[src/rtl/reg_ctrl_initiator.sv]
// Bus initiator for the reg_ctrl register-file protocol: queues upstream commands
// in a small FIFO and issues them one at a time, returning read data on a valid/ready port.
//
// state     | meaning
// ----------+--------------------------------------------------------------
// S_IDLE    | bus idle; pops the FIFO head when it may be issued
// S_ISSUE   | sel high, waiting for ready (bounded by the timeout counter)
// S_RD_WAIT | read turnaround; responder drives rdata, captured at next edge
module reg_ctrl_initiator #(
  parameter int ADDR_WIDTH  = 8,
  parameter int DATA_WIDTH  = 16,
  parameter int CMD_DEPTH   = 4,
  parameter int TIMEOUT_CYC = 16
) (
  input  logic                  clk,
  input  logic                  rst,
  input  logic                  cmd_valid,
  output logic                  cmd_ready,
  input  logic                  cmd_wr,
  input  logic [ADDR_WIDTH-1:0] cmd_addr,
  input  logic [DATA_WIDTH-1:0] cmd_wdata,
  output logic                  rsp_valid,
  input  logic                  rsp_ready,
  output logic [DATA_WIDTH-1:0] rsp_rdata,
  output logic                  err,
  input  logic                  err_clr,
  output logic                  busy,
  output logic                  sel,
  output logic                  wr,
  output logic [ADDR_WIDTH-1:0] addr,
  output logic [DATA_WIDTH-1:0] wdata,
  input  logic                  ready,
  input  logic [DATA_WIDTH-1:0] rdata
);

  localparam int PTR_W = (CMD_DEPTH > 1) ? $clog2(CMD_DEPTH) : 1;
  localparam int TO_W  = (TIMEOUT_CYC > 1) ? $clog2(TIMEOUT_CYC) : 1;
  localparam logic [PTR_W:0]  FULL_CNT = (PTR_W + 1)'(CMD_DEPTH);
  localparam logic [TO_W-1:0] TO_LAST  = TO_W'(TIMEOUT_CYC - 1);

  localparam logic [1:0] S_IDLE    = 2'd0;
  localparam logic [1:0] S_ISSUE   = 2'd1;
  localparam logic [1:0] S_RD_WAIT = 2'd2;

  logic [1:0]            state;
  logic [TO_W-1:0]       to_cnt;
  logic                  q_wr    [CMD_DEPTH];
  logic [ADDR_WIDTH-1:0] q_addr  [CMD_DEPTH];
  logic [DATA_WIDTH-1:0] q_wdata [CMD_DEPTH];
  logic [PTR_W-1:0]      wr_ptr;
  logic [PTR_W-1:0]      rd_ptr;
  logic [PTR_W:0]        count;
  logic                  empty;
  logic                  push;
  logic                  pop;
  logic                  head_wr;
  logic                  timeout;

  assign empty     = (count == '0);
  assign cmd_ready = (count != FULL_CNT);
  assign head_wr   = q_wr[rd_ptr];
  assign push      = cmd_valid && cmd_ready;
  // A read at the head must wait for the single response slot; writes never do.
  assign pop       = (state == S_IDLE) && !empty && (head_wr || !rsp_valid);
  assign timeout   = (state == S_ISSUE) && !ready && (to_cnt == TO_LAST);
  assign busy      = !empty || (state != S_IDLE);

  always_ff @(posedge clk) begin
    if (push) begin
      q_wr[wr_ptr]    <= cmd_wr;
      q_addr[wr_ptr]  <= cmd_addr;
      q_wdata[wr_ptr] <= cmd_wdata;
    end
  end

  always_ff @(posedge clk or posedge rst) begin
    if (rst) begin
      wr_ptr <= '0;
      rd_ptr <= '0;
      count  <= '0;
    end else begin
      if (push) wr_ptr <= wr_ptr + 1'b1;
      if (pop)  rd_ptr <= rd_ptr + 1'b1;
      if (push && !pop)      count <= count + 1'b1;
      else if (pop && !push) count <= count - 1'b1;
    end
  end

  always_ff @(posedge clk or posedge rst) begin
    if (rst) begin
      state  <= S_IDLE;
      to_cnt <= '0;
      sel    <= 1'b0;
      wr     <= 1'b0;
      addr   <= '0;
      wdata  <= '0;
    end else begin
      case (state)
        S_IDLE: begin
          if (pop) begin
            sel    <= 1'b1;
            wr     <= head_wr;
            addr   <= q_addr[rd_ptr];
            wdata  <= q_wdata[rd_ptr];
            to_cnt <= '0;
            state  <= S_ISSUE;
          end
        end
        S_ISSUE: begin
          if (ready) begin
            wr <= 1'b0;
            if (wr) begin
              sel   <= 1'b0;
              state <= S_IDLE;
            end else begin
              state <= S_RD_WAIT;
            end
          end else if (timeout) begin
            sel   <= 1'b0;
            wr    <= 1'b0;
            state <= S_IDLE;
          end else begin
            to_cnt <= to_cnt + 1'b1;
          end
        end
        S_RD_WAIT: begin
          sel   <= 1'b0;
          state <= S_IDLE;
        end
        default: begin
          sel   <= 1'b0;
          wr    <= 1'b0;
          state <= S_IDLE;
        end
      endcase
    end
  end

  always_ff @(posedge clk or posedge rst) begin
    if (rst) begin
      rsp_valid <= 1'b0;
      rsp_rdata <= '0;
      err       <= 1'b0;
    end else begin
      if (state == S_RD_WAIT) begin
        rsp_valid <= 1'b1;
        rsp_rdata <= rdata;
      end else if (rsp_ready) begin
        rsp_valid <= 1'b0;
      end
      if (timeout)      err <= 1'b1;
      else if (err_clr) err <= 1'b0;
    end
  end

endmodule

[config.mk]
export PLATFORM = sky130hd
export DESIGN_NAME = reg_ctrl_initiator
export DESIGN_NICKNAME = d
export VERILOG_FILES = /design/src/rtl/reg_ctrl_initiator.sv
export SDC_FILE = /design/constraint.sdc
export NUM_CORES = 1
export LEC_CHECK = 0
export CORE_ASPECT_RATIO = 1.4
export CORE_MARGIN = 10
export CORE_UTILIZATION = 48
export DETAILED_ROUTE_END_ITERATION = 12
export PLACE_DENSITY = 0.76
export SETUP_SLACK_MARGIN = 0.2
export SLEW_MARGIN = 40
export SYNTH_ARGS = -nofsm -noshare
export SYNTH_HDL_FRONTEND = slang
export SYNTH_SLANG_ARGS = --single-unit
[constraint.sdc]
create_clock -name clk -period 2.35 [get_ports clk]
set_input_delay 0.3525 -clock clk [delete_from_list [all_inputs] [get_ports clk]]
set_output_delay 0.3525 -clock clk [all_outputs]
set_load 0.005 [all_outputs]
======== Word level (Yosys, flattened, before mapping) ========
Memories as Yosys holds them, arrays and structs flattened. A register that Yosys moved wholly into a read port is not among the register bits.
Cells that the tools add are included.
word-level totals
  bits in registers ....................... 33
  bits in writable memories ............... 100
  input bits .............................. 47
  output and inout bits ................... 46
  logic and storage cells ................. 79
  memories ................................ 3
cells by class
  add/subtract/negate cells ............... 5
  equality and inequality tests ........... 9
  muxes and demuxes ....................... 25
  bitwise logic cells ..................... 1
  reduce and logical (&&, ||, !) cells .... 26
memories
  memory   words  bits a word  read ports  clocked after memory_dff  wr ports  line  text
  q_wdata  4      16           1           1                         1         49    logic [DATA_WIDTH-1:0] q_wdata [CMD_DEPTH];
  q_addr   4      8            1           1                         1         48    logic [ADDR_WIDTH-1:0] q_addr [CMD_DEPTH];
  q_wr     4      1            1           0                         1         47    logic q_wr [CMD_DEPTH];
operator list
  kind                   count
  $mux W1                12
  $mux W4                3
  $reduce_bool A2 Y1     5
  $ne A3 B3 Y1 const B   3
  $mux W2                4
  $pmux W4 S2            1
  $logic_and A1 B1 Y1    7
  $mux W3                2
  $ne A2 B2 Y1 const B   3
  $reduce_and A3 Y1      2
  $logic_not A1 Y1       5
  $add A2 B1 Y2 const B  2
  $add A4 B1 Y4 const B  1
  $eq A4 B4 Y1 const B   1
  $pmux W2 S2            1
  $reduce_and A2 Y1      2
  $reduce_and A4 Y1      1
  $add A3 B1 Y3 const B  1
  $logic_not A3 Y1       1
  $pmux W1 S3            1
  $sub A3 B1 Y3 const B  1
  $eq A2 B1 Y1 const B   1
  $eq A2 B2 Y1 const B   1
  $logic_not A2 Y1       1
  3 further kinds        4

======== Longest topological paths before layout ========
  word-level depth ........................ 7
  gate-level depth with buffers ........... 10
  depth with buffers taken out ............ 9

======== Worst setup path before layout ========
Ideal clock, no wire load.
  path type ............................... reg2reg
  from .................................... register rd_ptr[0]
  to ...................................... register count[2]
  setup time .............................. 0.079 ns
  arrival time ............................ 2.460 ns
  required time ........................... 2.271 ns
  setup slack ............................. -0.189 ns
  cell stages (with the launch flop) ...... 11
  buffers on the path ..................... 2
  period minus slack after synthesis ...... 2.539 ns
  cell sequence ........................... dfrtp_1 -> buf_6 -> mux4_2 -> o211ai_4 -> buf_4 -> ha_1 -> inv_1 -> fa_1 -> xor2_1 -> nor2_1 -> xor2_1
between the ends
  longest elaborated chain between the ends .. 6
  elaborated cells on any way between the ends .. 8
  classes of those cells .................. 1 x mux; 6 x reduce/logical; 1 x memory
RTL lines
  what                                           line  text
  start, declared                                51    logic [PTR_W-1:0] rd_ptr;
  start signal, assigned                         83    if (pop) rd_ptr <= rd_ptr + 1'b1;
  $mem_v2 Z4 W1 (*)                              -
  $logic_or A1 B1 Y1 (*)                         64    assign pop = (state == S_IDLE) && !empty && (head_wr || !rsp_valid);
  $logic_and A1 B1 Y1 (*)                        64
  $logic_not A1 Y1                               84    if (push && !pop) count <= count + 1'b1;
  $logic_and A1 B1 Y1                            84
  $mux W3 or $reduce_bool A2 Y1 (tied branches)  -
  end signal, assigned                           84
  end signal, assigned                           85    else if (pop && !push) count <= count - 1'b1;
  end, declared                                  52    logic [PTR_W:0] count;
Every way passes the cells marked *; elsewhere a longest branch is shown, timed or not.
A chain may end at the register's enable or synchronous reset.

======== Final worst setup path ========
Same ends and word-level chain as after synthesis.

==> results.md <==
* Vias at approximately 3,100
* Crit-path cells: mux4_2 -> o211ai_4 -> ha_4 -> inv_2 -> fa_2 -> xor2_1 -> nor2_1 -> xor2_1
* Max-cap violations at 0
* Startpoint Class: flop
* Row cnt at 48
* Worst VDD drop at between 500 and 600 µV
* Post-synth net total at ~350
* Post-synthesis instance total at 299
* Fmax achieved at roughly 470 MHz
* IO Port Bufs at 92
* # diodes at 0
* Syn_area_per_cell at ~20 µm²
* CP arrival at between 2 and 2.5 ns
* Vias per cell at around 5.4
* Die area at between 15,000 and 20,000 µm²
* Setup violations, final at 0
* Number of hold violations in the final report at 0
* Critical path class: flop to flop
* Distinct cell type count after synthesis at 37
* Pwr Total at between 10 and 15 mW
* Slew Limit Fails at 0
* H-tree depth at 4
* CTS Sinks at roughly 160
* Worst-Margin Slew at around 0.51 ns
* Area grow syn2layout at 30.1%
* Worst hold path class: primary input to asynchronous set/reset pin
* RSZ-0062 raised after global routing: yes
* Number of remaining DRC errors at 0
* Post-synthesis sequential area ratio at between 70 and 80%
* Num CTS Buffers at 17
* Clock root cell: clkbuf_16
* Critical-path top delay cell: mux4_2
* CTS tree: yes
* Initial antenna violation count at 0
* Io pins at slightly above 90
* CP required at ~2.7 ns
* Iteration-0 DRC Markers at between 100 and 150
* Sequential cell area at around 4400 µm²
* FILL cells at 861
* Slowest stage delay, CP at ~0.54 ns
* Clk slew on worst S/H paths at roughly 0.060 ns
* DR WL/cell at between 15 and 20 µm
* Area of the multi-input gates at around 1500 µm²
* Skew-Pair Late Insertion Delay at about 0.42 ns
* Slew margin rel. at roughly two thirds
* Mapped cell area at about 6000 µm²
* Post-DP HPWL at roughly 7200 µm
* Core box area at between 10,000 and 15,000 µm²
* Final Cell Area at slightly below 8000 µm²
* Post-synth EDFFs at 100
* Top FF cell, synth: edfxtp_1
* PwrDens at 1350 nW/µm²
* Part of the cycle the worst path needs at 91.2%
* TritonRoute pass-1 iters at 4
* Bufs on Longest Clock Path at 2
* Final GP Congestion at around 0.7
* Antenna viol nets, final at 0
* Vias in the first global route at 3,351
* P_leak at just under 3 nW
* Share of post-route cells with drive strength above 1 at approximately a quarter
* Tmin final at between 2 and 2.5 ns
* DIE WIDTH at approximately 110 µm
* Final net count at around 470
* Synth warn at 0
* Outcome: finished, final reports clean
* Dpl cell area at 7140 µm²
* Clock Skew at 0.0132 ns
* CP dominant cell by count: xor2_1
* Overall routing resource usage at a little over an eighth
* Yosys reg bits at roughly 160
* Total grt overflow at 0
* Largest net degree at the start of global routing at 58
* First-pass GRT wire length at 18,200 µm
* Worst Path Max Fanout at 2
* Die height at between 150 and 200 µm
* Worst setup EP type: flop
* Initial Utilization at 48.7%
* Share of synthesized registers carrying an async set or reset at a little over a third
* Final WL at between 10,000 and 15,000 µm
-- logic make-up after synthesis --
group	count (synthesis)	share of synthesized area (%)
AO/OA/AOI/OAI	13	1.71
XOR/XNOR	6	0.876
adder cells (fa/ha/maj)	7	1.59
buffers and inverters	18	1.61
flip-flops	157	73.8
multiplexers	68	17.8
AND/OR/NAND/NOR	30	2.63
-- where the power goes --
| group | switching [mW] | leakage [nW] | internal [mW] | total [mW] |
|---|---|---|---|---|
| logic | 1.40 | 0.999 | 2.04 | 3.45 |
| registers | 0.376 | 1.60 | 3.84 | 4.22 |
| clock network | 1.01 | 0.309 | 1.87 | 2.88 |
| total | 2.79 | 2.91 | 7.75 | 10.5 |
-- per-layer routing --
metal | up-vias | wire [µm] | global-route usage (%)
li1 | 1396 | - | -
met1 | 1597 | 4560 | 15.0
met2 | 83 | 6040 | 23.0
met3 | 14 | 638 | 4.65
met4 | 0 | 165 | 5.09
met5 | - | 0 | 0
-- cells in the mapped netlist (all sizes together), types with 2 or more instances --
master / n / area share (%)
and2: 3 / 0.31
and3: 4 / 0.42
buf: 7 / 0.92
clkbuf: 3 / 0.19
dfrtp: 57 / 24
edfxtp: 100 / 50
ha: 6 / 1.3
inv: 8 / 0.50
mux2: 42 / 7.9
mux4: 25 / 9.6
nand2: 7 / 0.44
nand2b: 2 / 0.21
nand3: 3 / 0.25
nor2: 6 / 0.38
nor3b: 2 / 0.25
o211ai: 3 / 0.60
o21ai: 4 / 0.33
o22ai: 2 / 0.21
xnor2: 3 / 0.44
xor2: 3 / 0.44
-- placed cells by master (no fill, tap or decap), drive strengths merged --
cell and n:
edfxtp 100, clkdlybuf4s50 91, dfrtp 57, mux2 42
mux4 25, clkbuf 18, buf 14, inv 9
nand2 7, clkinv 7, nor2 6, ha 6
bufinv 5, and3 4, o21ai 4, nand3 3
xor2 3, xnor2 3, and2 3, o211ai 3
nor3b 2, nand2b 2, o22ai 2, or3 1
o31ai 1, mux2i 1, or2 1, and4b 1
a31oi 1, o211a 1, a32o 1, fa 1
dlygate4sd2 1
-- worst max-delay path: cells and delay by family (launching register included) --
kind	cells	cell delay [ns]
flops	1	0.37
fa+ha+maj	2	0.50
mux	1	0.54
xor+xnor	2	0.29
buf+inv	1	0.03
compound gates	1	0.23
simple gates	1	0.12
-- path summary, 6_finish.rpt --
check / startpoint / to / slack (ns) / depth (start not counted)
max in group asynchronous: rst / rd_ptr[0]$_DFFE_PP0P_ / 1.74 / 3
hold reg to reg: addr[4]$_DFFE_PP0P_ / addr[4]$_DFFE_PP0P_ / 0.49 / 1
min in group clk: addr[4]$_DFFE_PP0P_ / addr[4]$_DFFE_PP0P_ / 0.49 / 1
setup / recovery: rd_ptr[0]$_DFFE_PP0P_ / count[2]$_DFFE_PP0P_ / 0.21 / 8
hold / removal: rst / addr[3]$_DFFE_PP0P_ / 0.32 / 3
setup reg to reg: rd_ptr[0]$_DFFE_PP0P_ / count[2]$_DFFE_PP0P_ / 0.21 / 8
-- timing repair --
action	4_1_cts	5_1_grt
hold buffers	0	0
setup endpoints to repair	3	25
setup buffers	3	1
resized for setup	2	0
pin swaps	5	0
cloned	0	0
-- state kept, by name, indices dropped and copies added (netlist names) --
name       flops
state          2
err            1
wdata         16
wr_ptr         2
q_wdata       64
q_addr        32
sel            1
wr             1
count          3
to_cnt         4
rd_ptr         2
q_wr           4
rsp_rdata     16
addr           8
rsp_valid      1
-- metrics by stage --
| step | worst slack [ns] | utilization, % | hold WS, ns | std cells | setup TNS [ns] |
|---|---|---|---|---|---|
| after global routing | 0.119 | 63.4 | 0.359 | 576 | 0 |
| after detailed placement | 0.131 | 58.0 | 0.482 | 541 | 0 |
| after floorplan | -0.0994 | - | 0.442 | 299 | -0.183 |
| after global placement | 0.204 | 58.0 | 0.473 | 541 | 0 |
| after CTS | 0.195 | 63.3 | 0.331 | 575 | 0 |
| final | 0.207 | 63.4 | 0.322 | 576 | 0 |
-- area by class of cell --
| cell class | count | area share [%] |
|---|---|---|
| clock buffers | 18 | 5.50 |
| clock inverters | 13 | 2.50 |
| inverters | 8 | 0.385 |
| multi-input cells | 124 | 19.1 |
| flip-flops and latches | 157 | 56.8 |
| well taps | 150 | 2.41 |
| repair buffers | 106 | 13.3 |
Power figures use the tool's default switching activity.
